--- src/rtl/sweep_measure_sequencer_pkg.sv ---
// Shared types and constants for the sweep/measure sequencer.
package sweep_pkg;

  localparam int FREQ_W  = 32;
  localparam int IDX_W   = 12;
  localparam int SET_W   = 16;
  localparam int WIN_W   = 20;
  localparam int PD_W    = 16;
  localparam int TIMEOUT = 16;
  localparam int WIN_MIN = 2;

  typedef enum logic [3:0] {
    IDLE,
    LOAD,
    SETTLE,
    TRIG_OPEN,
    ACCUM,
    TRIG_CLOSE,
    WAIT_RES,
    NEXT,
    DONE
  } state_t;

endpackage

--- src/rtl/sweep_measure_sequencer_cycle_timer.sv ---
// Loadable down-counter shared by the settle, window and result-timeout phases.
// o_expired is high while the count sits at zero, so a load of N gives N+1 cycles.
module cycle_timer #(
  parameter int WIDTH = 20
) (
  input  logic             i_clk,
  input  logic             i_reset,
  input  logic             i_load,
  input  logic [WIDTH-1:0] i_load_val,
  output logic             o_expired
);

  logic [WIDTH-1:0] r_count;

  // Load wins; otherwise count down and park at zero.
  always_ff @(posedge i_clk or posedge i_reset) begin
    if (i_reset) begin
      r_count <= '0;
    end else if (i_load) begin
      r_count <= i_load_val;
    end else if (r_count != '0) begin
      r_count <= r_count - WIDTH'(1);
    end
  end

  assign o_expired = (r_count == '0);

endmodule

--- src/rtl/sweep_measure_sequencer.sv ---
// Frequency-sweep sequencer: loads DDS words, frames lock-in windows with
// trigger pulses, streams results and tracks the peak-magnitude point.
//
// state      | meaning
// IDLE       | waiting for start, busy low
// LOAD       | compute next DDS word, strobe freq_load
// SETTLE     | let the DDS/analog path settle
// TRIG_OPEN  | opening trigger pulse
// ACCUM      | accumulation window, trigger low
// TRIG_CLOSE | closing trigger pulse
// WAIT_RES   | wait for detector result or timeout
// NEXT       | advance point index or finish
// DONE       | done strobe, busy drops
module sweep_measure_sequencer #(
  parameter int FREQ_W  = sweep_pkg::FREQ_W,
  parameter int IDX_W   = sweep_pkg::IDX_W,
  parameter int SET_W   = sweep_pkg::SET_W,
  parameter int WIN_W   = sweep_pkg::WIN_W,
  parameter int TIMEOUT = sweep_pkg::TIMEOUT
) (
  input  logic              i_clk,
  input  logic              i_reset,
  input  logic              i_start,
  input  logic              i_abort,
  input  logic [FREQ_W-1:0] i_f_start,
  input  logic [FREQ_W-1:0] i_f_step,
  input  logic [IDX_W-1:0]  i_n_steps,
  input  logic [SET_W-1:0]  i_settle_cyc,
  input  logic [WIN_W-1:0]  i_window_cyc,
  output logic [FREQ_W-1:0] o_freq_word,
  output logic              o_freq_load,
  output logic              o_pd_trigger,
  input  logic [15:0]       i_pd_phase,
  input  logic [15:0]       i_pd_mag,
  input  logic              i_pd_valid,
  output logic              o_res_valid,
  output logic [IDX_W-1:0]  o_res_index,
  output logic [15:0]       o_res_phase,
  output logic [15:0]       o_res_mag,
  output logic              o_busy,
  output logic              o_done,
  output logic [IDX_W-1:0]  o_peak_index,
  output logic [FREQ_W-1:0] o_peak_freq,
  output logic [15:0]       o_peak_mag,
  output logic              o_timeout_err
);

  import sweep_pkg::*;

  state_t            r_state;
  logic [FREQ_W-1:0] r_f_start;
  logic [FREQ_W-1:0] r_f_step;
  logic [IDX_W-1:0]  r_n_steps;
  logic [SET_W-1:0]  r_settle;
  logic [WIN_W-1:0]  r_win;
  logic [IDX_W-1:0]  r_idx;
  logic [FREQ_W-1:0] r_freq_word;
  logic              r_freq_load;
  logic              r_pd_trigger;
  logic              r_res_valid;
  logic [IDX_W-1:0]  r_res_index;
  logic [15:0]       r_res_phase;
  logic [15:0]       r_res_mag;
  logic              r_busy;
  logic              r_done;
  logic [IDX_W-1:0]  r_peak_index;
  logic [FREQ_W-1:0] r_peak_freq;
  logic [15:0]       r_peak_mag;
  logic              r_peak_loaded;
  logic              r_timeout_err;

  logic              w_tmr_load;
  logic [WIN_W-1:0]  w_tmr_val;
  logic              w_tmr_expired;
  logic [WIN_W-1:0]  w_win_eff;

  // Windows shorter than WIN_MIN are stretched so both triggers stay distinct pulses.
  assign w_win_eff = (r_win < WIN_W'(WIN_MIN)) ? WIN_W'(WIN_MIN) : r_win;

  // Timer reload on entry to each timed phase; values are one less than the wanted cycle count.
  always_comb begin
    w_tmr_load = 1'b0;
    w_tmr_val  = '0;
    case (r_state)
      LOAD: begin
        w_tmr_load = 1'b1;
        w_tmr_val  = WIN_W'(r_settle) - WIN_W'(1);
      end
      TRIG_OPEN: begin
        w_tmr_load = 1'b1;
        w_tmr_val  = w_win_eff - WIN_W'(2);
      end
      TRIG_CLOSE: begin
        w_tmr_load = 1'b1;
        w_tmr_val  = WIN_W'(TIMEOUT - 1);
      end
      default: ;
    endcase
  end

  cycle_timer #(.WIDTH(WIN_W)) u_timer (
    .i_clk      (i_clk),
    .i_reset    (i_reset),
    .i_load     (w_tmr_load),
    .i_load_val (w_tmr_val),
    .o_expired  (w_tmr_expired)
  );

  // Sequencer FSM with registered strobes; abort overrides every state.
  always_ff @(posedge i_clk or posedge i_reset) begin
    if (i_reset) begin
      r_state       <= IDLE;
      r_f_start     <= '0;
      r_f_step      <= '0;
      r_n_steps     <= '0;
      r_settle      <= '0;
      r_win         <= '0;
      r_idx         <= '0;
      r_freq_word   <= '0;
      r_freq_load   <= 1'b0;
      r_pd_trigger  <= 1'b0;
      r_res_valid   <= 1'b0;
      r_res_index   <= '0;
      r_res_phase   <= '0;
      r_res_mag     <= '0;
      r_busy        <= 1'b0;
      r_done        <= 1'b0;
      r_peak_index  <= '0;
      r_peak_freq   <= '0;
      r_peak_mag    <= '0;
      r_peak_loaded <= 1'b0;
      r_timeout_err <= 1'b0;
    end else begin
      r_freq_load  <= 1'b0;
      r_pd_trigger <= 1'b0;
      r_res_valid  <= 1'b0;
      r_done       <= 1'b0;
      if (i_abort) begin
        r_state <= IDLE;
        r_busy  <= 1'b0;
      end else begin
        case (r_state)
          IDLE: begin
            if (i_start) begin
              r_f_start     <= i_f_start;
              r_f_step      <= i_f_step;
              r_n_steps     <= i_n_steps;
              r_settle      <= i_settle_cyc;
              r_win         <= i_window_cyc;
              r_idx         <= '0;
              r_busy        <= 1'b1;
              r_peak_index  <= '0;
              r_peak_freq   <= '0;
              r_peak_mag    <= '0;
              r_peak_loaded <= 1'b0;
              r_timeout_err <= 1'b0;
              r_state       <= (i_n_steps == '0) ? DONE : LOAD;
            end
          end
          LOAD: begin
            r_freq_word <= (r_idx == '0) ? r_f_start : r_freq_word + r_f_step;
            r_freq_load <= 1'b1;
            r_state     <= (r_settle == '0) ? TRIG_OPEN : SETTLE;
          end
          SETTLE: begin
            if (w_tmr_expired) r_state <= TRIG_OPEN;
          end
          TRIG_OPEN: begin
            r_pd_trigger <= 1'b1;
            r_state      <= ACCUM;
          end
          ACCUM: begin
            if (w_tmr_expired) r_state <= TRIG_CLOSE;
          end
          TRIG_CLOSE: begin
            r_pd_trigger <= 1'b1;
            r_state      <= WAIT_RES;
          end
          WAIT_RES: begin
            if (i_pd_valid) begin
              r_res_valid <= 1'b1;
              r_res_index <= r_idx;
              r_res_phase <= i_pd_phase;
              r_res_mag   <= i_pd_mag;
              // Strict compare keeps the earliest point on ties.
              if (!r_peak_loaded || (i_pd_mag > r_peak_mag)) begin
                r_peak_loaded <= 1'b1;
                r_peak_index  <= r_idx;
                r_peak_freq   <= r_freq_word;
                r_peak_mag    <= i_pd_mag;
              end
              r_state <= NEXT;
            end else if (w_tmr_expired) begin
              r_timeout_err <= 1'b1;
              r_state       <= NEXT;
            end
          end
          NEXT: begin
            if (r_idx == r_n_steps - IDX_W'(1)) begin
              r_state <= DONE;
            end else begin
              r_idx   <= r_idx + IDX_W'(1);
              r_state <= LOAD;
            end
          end
          DONE: begin
            r_done  <= 1'b1;
            r_busy  <= 1'b0;
            r_state <= IDLE;
          end
          default: r_state <= IDLE;
        endcase
      end
    end
  end

  assign o_freq_word   = r_freq_word;
  assign o_freq_load   = r_freq_load;
  assign o_pd_trigger  = r_pd_trigger;
  assign o_res_valid   = r_res_valid;
  assign o_res_index   = r_res_index;
  assign o_res_phase   = r_res_phase;
  assign o_res_mag     = r_res_mag;
  assign o_busy        = r_busy;
  assign o_done        = r_done;
  assign o_peak_index  = r_peak_index;
  assign o_peak_freq   = r_peak_freq;
  assign o_peak_mag    = r_peak_mag;
  assign o_timeout_err = r_timeout_err;

endmodule

--- config.mk ---
export PLATFORM = sky130hd
export DESIGN_NAME = sweep_measure_sequencer
export DESIGN_NICKNAME = d
export VERILOG_FILES = /design/src/rtl/sweep_measure_sequencer_pkg.sv /design/src/rtl/sweep_measure_sequencer_cycle_timer.sv /design/src/rtl/sweep_measure_sequencer.sv
export SDC_FILE = /design/constraint.sdc
export NUM_CORES = 1
export LEC_CHECK = 0
export ABC_AREA = 1
export ABC_CLOCK_PERIOD_IN_PS = 11380
export CELL_PAD_IN_SITES_DETAIL_PLACEMENT = 0
export CELL_PAD_IN_SITES_GLOBAL_PLACEMENT = 1
export CORE_ASPECT_RATIO = 2
export CORE_MARGIN = 5
export CORE_UTILIZATION = 39
export CTS_CLUSTER_SIZE = 10
export DETAILED_ROUTE_END_ITERATION = 12
export PLACE_DENSITY = 0.8
export SYNTH_ARGS = -nofsm -noshare
export SYNTH_HDL_FRONTEND = slang
export SYNTH_SLANG_ARGS = --single-unit
--- constraint.sdc ---
create_clock -name i_clk -period 11.38 [get_ports i_clk]
set_input_delay 1.138 -clock i_clk [delete_from_list [all_inputs] [get_ports i_clk]]
set_output_delay 1.138 -clock i_clk [all_outputs]
set_load 0.01 [all_outputs]
==> impl_metrics.json, run 1 <==
{
  "syn-cell-area_mm2": 0.0163,
  "path_common_cell": "inv_2",
  "cp.required_ns": 11.82,
  "worstSetupStartpointType": "flop",
  "slew_viol_final": 0,
  "portBuffers": 290,
  "power_density_mw_per_mm2": 247,
  "fin_cells": 3030,
  "yosysMostFrequentCell": "nand2_1",
  "cts_tree": "done",
  "drt_iter0_markers": 728,
  "reg2reg_to": "o_res_mag[8]",
  "multiInputGateArea_mm2": 0.00772,
  "initial_utilization_pct": 39.2,
  "grt_pass1_vias": 15400,
  "cts_hold_buf": 0,
  "seqCellArea_mm2": 0.00728,
  "clock_sinks": 291,
  "num_vias": 15300,
  "critPathMaxStageDelay_ns": 0.77,
  "io_pins": 291,
  "arrival_ns": 4.09,
  "finalSetupViolCount": 0,
  "area_growth_pct": 26.1,
  "crit_family": "simple AND/OR/NAND/NOR gates",
  "post-route-period-util_pct": 32.0,
  "grt_max_degree": 96,
  "fill_cells": 4243,
  "dieHeight_um": 299,
  "clkLatencyLatePin_ns": 0.53,
  "rsz0062_at_grt": "false",
  "min_to": "o_peak_freq[23]",
  "synth_top_area_share_pct": 44.7,
  "place_inst": 2990,
  "syn_avg_cell_area_um2": 7.32,
  "synth_cell_types": 47,
  "ir_worst_vdd_mv": 0.183,
  "syn_nets": 2432,
  "synth_edf_count": 0,
  "antenna_found_initial": 0,
  "ys_ff_latch": 291,
  "cp_num_buf_inv": 4,
  "yosys_most_used_dff": "dfrtp_1",
  "routedWlPerCell_um": 17.8,
  "drc": 0,
  "htreeDepth": 2,
  "grt_usage_pct": 22.8,
  "relSlewSlack_pct": 29.4,
  "p_leak_uw": 0.0102,
  "path_cells": "nor2_2, inv_2, nor3_2, inv_2, nor2_4, buf_4, nand2_2, inv_2, nand2_1, nand2_1",
  "cp_slowest_cell": "nand2_2",
  "status": "finished, final reports clean",
  "min_period_ns": 3.65,
  "die_area_mm2": 0.0462,
  "reg2regPathDepth": 10,
  "yosys_warnings": 0,
  "synthTopCellsByArea": "dfrtp_1 45%, nand2_1 18%, inv_1 5.5%, o21ai_0 4.6%, ha_1 4.1%",
  "numCtsBuffers": 35,
  "hold_depth": 2,
  "vias_per_cell": 5.05,
  "end_kind": "flop",
  "ys_async_sr_fraction_pct": 100,
  "drive_gt1_share_pct": 3.78,
  "drt_wl_total_um": 53900,
  "clock_path_buffers": 3,
  "skew_ns": 0.0198,
  "reg2reg_from": "r_state[3]",
  "hold_class": "flop to flop",
  "worst_pin_slew_ns": 1.06,
  "ff2ff_setup_slack_ns": 7.73,
  "core_area_mm2": 0.0416,
  "first_pass_iters": 5,
  "finalHoldViolCount": 0,
  "cts.clk_slew.worst_paths_ns": 0.05,
  "overflow": 0,
  "postRouteAntennaNets": 0,
  "final_nets": 2690,
  "clock.fmax_ghz": 0.274,
  "fin_tns_setup_ns": 0,
  "rows": 106,
  "maxCapViolations": 0,
  "insertedDiodeCount": 0,
  "dpl.hpwl_um": 41500,
  "synth-seq-area-share_pct": 44.7,
  "synth_common_cells": "797 x nand2_1, 291 x dfrtp_1, 239 x inv_1",
  "die_width_um": 155,
  "yosys.area.top_type": "dfrtp_1",
  "worstPathMaxFanout": 62,
  "finalWeightedCongestion": 0.973,
  "root_buffer": "clkbuf_16",
  "min_from": "o_peak_freq[23]",
  "syn_inst": 2229,
  "grt_pass1_wl_um": 84300,
  "ctsResizeCount": 0,
  "path_class": "flop to flop",
  "cts_setup_buffers": 0
}
-- worst max-delay path by stage --
stage          startpoint              to  cells after the start  slack, ns
4_1_cts        r_state[3]  o_res_phase[6]                     10       7.67
3_5_place_dp   i_pd_valid  o_res_phase[5]                      8       7.24
3_3_place_gp   i_pd_valid   o_res_mag[12]                      8       7.30
6_report       r_state[3]    o_res_mag[8]                     10       7.73
5_1_grt        r_state[3]   o_res_mag[14]                     10       7.32
2_1_floorplan     i_reset          o_busy                      1       2.21
-- area by class of cell --
type,count,area share [%]
Tap cell,540,3.29
Inverter,252,4.65
Clock buffer,38,4.52
Clock inverter,2,0.0609
Timing Repair Buffer,301,14.5
Multi-Input combinational cell,1606,37.5
Sequential cell,291,35.4
-- logic make-up (layout without fill, tap and decap cells) --
kind of cell / Yosys count / after routing / share of synthesized area (%)
AO/OA/AOI/OAI: 281 / 281 / 9.38
XOR/XNOR: 38 / 38 / 2.04
adder cells (fa/ha/maj): 54 / 54 / 4.19
buffers and inverters: 332 / 593 / 8.01
flip-flops: 291 / 291 / 44.7
AND/OR/NAND/NOR: 1233 / 1233 / 31.7
-- metrics by stage --
stage	total power (µW)	instance area [µm²]	utilization (%)	hold WS, ns	setup slack (ns)
after floorplan	3230	16300	-	0.441	2.21
after global placement	4060	19600	47.1	0.454	7.30
after detailed placement	4090	19600	47.1	0.457	7.24
after CTS	5110	20600	49.4	0.471	7.67
after global routing	5480	20600	49.4	0.486	7.32
final	5070	20600	49.4	0.468	7.73
-- tightest hold or removal path: stages, from the launching register on --
cell	delay [ns]
dfrtp_1	0.33
nand2_1	0.06
nand2_1	0.05
-- placed cells by master (no fill, tap or decap), types with 3 or more instances in the layout --
cell type and count:
a21oi_1 86, nand3_2 3, dfrtp_1 291, clkdlybuf4s50_1 290, nor2_4 4, nor4_1 6, nor2_2 6, nor2_1 168
inv_1 238, ha_1 53, a21boi_0 4, xnor2_1 9, or2_2 7, clkbuf_16 37, nor3_2 3, nand2_1 796
a31oi_1 8, nor3_1 32, xor2_1 29, buf_4 11, a2bb2oi_1 10, nand4_1 83, o211ai_1 3, nand3_1 113
o21ai_0 149, o21bai_1 6, a21o_1 3, nand2_2 6, inv_2 10
-- layer usage --
metal	share of wire [%]	global-route usage, %
met1	38	25.6
met2	52	42.0
met3	4.9	3.22
met4	5.1	10.7
met5	0	0
-- flip-flops by register name (all words and copies together) (netlist names), 16 cells and up --
signal	cells
o_peak_freq	32
r_win	20
o_peak_mag	16
r_f_start	32
o_res_mag	16
o_freq_word	32
o_res_phase	16
u_timer.r_count	20
r_settle	16
r_f_step	32
-- where the power goes --
| group | switching, µW | leakage, µW | internal, µW |
|---|---|---|---|
| sequential | 300 | 0.00376 | 1370 |
| combinational | 1560 | 0.00597 | 858 |
| clock | 413 | 0.000461 | 572 |
Note: power is estimated with default switching activity, not from simulation.
==> run 2: changes to the inputs <==
ABC_CLOCK_PERIOD_IN_PS = 3700   (was 11380)
clock period = 3.7 ns   (was 11.38 ns; I/O delays follow)
==> run 2 against run 1 <==
Against the previous run: final cell count up 0.50%; power rose to 3.1 times the previous value; hold slack worse by 0.087 ns; setup slack worse by 7.0 ns.
==> impl_metrics.json, run 2 (synthesized netlist as in run 1, its figures left out) <==
{
  "critPathLaunch": "r_win[9]",
  "ir_worst_vdd_mv": 0.366,
  "htreeDepth": 2,
  "skew_ns": 0.0166,
  "status": "finished, final reports clean",
  "clock.fmax_ghz": 0.341,
  "crit_family": "simple AND/OR/NAND/NOR gates",
  "cts_tree": "done",
  "vias_per_cell": 5.11,
  "drc": 0,
  "io_pins": 291,
  "cp_num_buf_inv": 4,
  "final_common_cell": "nand2_1",
  "critPathMaxStageDelay_ns": 0.44,
  "drt_iter0_markers": 772,
  "clock_path_buffers": 3,
  "cts_setup_buffers": 0,
  "clkLatencyLatePin_ns": 0.52,
  "reg2reg_from": "r_win[9]",
  "cp_slowest_cell": "nor3_2",
  "dieHeight_um": 299,
  "mostFrequentLayoutCells": "796 x nand2_1, 291 x dfrtp_1, 290 x clkdlybuf4s50_1",
  "path_cells": "inv_1, nand2_1, nor2_1, nand2_1, nor2_1, nand2_1, nand2_1, clkinv_1, ha_1, inv_1, nor3_2, nand3_1, nor2_1, a21oi_1, o21ai_0, nand3_1, nand2_1, inv_1",
  "whs_ns": 0.381,
  "ctsResizeCount": 0,
  "p_leak_uw": 0.0103,
  "numCtsBuffers": 35,
  "initial_utilization_pct": 39.2,
  "first_pass_iters": 5,
  "min_period_ns": 2.93,
  "final_nets": 2704,
  "hold_class": "primary input to async pin",
  "cp.required_ns": 4.11,
  "root_buffer": "clkbuf_16",
  "finalSetupViolCount": 0,
  "finalHoldViolCount": 0,
  "routedWlPerCell_um": 18.1,
  "path_class": "flop to flop",
  "worstSetupStartpointType": "flop",
  "core_area_mm2": 0.0416,
  "drive_gt1_share_pct": 4.35,
  "cts.clk_slew.worst_paths_ns": 0.06,
  "grt_max_degree": 82,
  "drt_wl_total_um": 55200,
  "overflow": 0,
  "arrival_ns": 3.34,
  "antenna_found_initial": 0,
  "worst_pin_slew_ns": 0.990,
  "grt_usage_pct": 23.3,
  "clock_sinks": 291,
  "end_kind": "flop",
  "grt_pass1_vias": 15600,
  "rsz0062_at_grt": "false",
  "postRouteAntennaNets": 0,
  "post-route-period-util_pct": 79.3,
  "portBuffers": 290,
  "area_growth_pct": 27.2,
  "grt_pass1_wl_um": 85600,
  "power_density_mw_per_mm2": 758,
  "rows": 106,
  "path_common_cell": "nand2_1",
  "finalWeightedCongestion": 0.968,
  "fin_tns_setup_ns": 0,
  "num_vias": 15600,
  "die_area_mm2": 0.0462,
  "relSlewSlack_pct": 33.9,
  "slew_viol_final": 0,
  "maxCapViolations": 0,
  "die_width_um": 155,
  "cts_hold_buf": 0,
  "dpl.hpwl_um": 43000,
  "worstPathMaxFanout": 8,
  "insertedDiodeCount": 0
}
[run 2: changes by cell type in the layout (fill, tap and decap cells not counted), sizes merged]
| cell | before | now |
|---|---|---|
| buf | 11 | 25 |
| inv | 250 | 249 |
| clkinv | 3 | 4 |
| clkbuf | 38 | 39 |
[run 2: power by group]
part / switching, µW / internal (µW)
Sequential: 904 / 4200
Clock: 1260 / 1780
Combinational: 4880 / 2700
Total: 7050 / 8680
[run 2: worst reg2reg max path, delay by kind of cell, from the launching register on]
family,cells,cell delay (ns)
AOI/OAI and AO/OA,2,0.16
adders and majority gates,1,0.24
buffers and inverters,4,0.40
DFF,1,0.39
and+or+nand+nor,11,1.62
[run 2: final cells by class]
type	count	area, µm²
fillers	4204	20900
multi-input cells	1606	7720
flip-flops and latches	291	7280
repair buffers	315	3170
inverters	252	952
clock buffers	39	943
well taps	540	676
clock inverters	2	10.0
[run 2: worst paths after layout]
kind / to / slack, ns / depth (start not counted)
worst max-delay path: u_timer.r_count[19] / 0.77 / 18
worst min-delay path: o_res_mag[13] / 0.38 / 2
worst max register to register: u_timer.r_count[19] / 0.77 / 18
worst min register to register: o_peak_freq[25] / 0.47 / 2
max in group asynchronous: o_freq_word[3] / 2.44 / 3
min in group i_clk: r_win[3] / 0.39 / 3
[run 2: stage by stage]
stage	std cells	utilization, %	area (µm²)	power, µW	setup WS (ns)
floorplan	2229	-	16300	9940	-0.531
global placement	3004	47.5	19800	12600	0.789
detailed placement	3004	47.5	19800	12700	0.712
CTS	3045	49.8	20700	15900	0.742
global route	3045	49.8	20700	17000	0.418
finish	3045	49.8	20700	15700	0.766
[run 2: routing by layer]
layer	GRT usage [%]	part of all wire [%]
met1	25.4	37
met4	10.7	5.0
met5	0	0
met2	43.8	53
met3	3.44	5.4
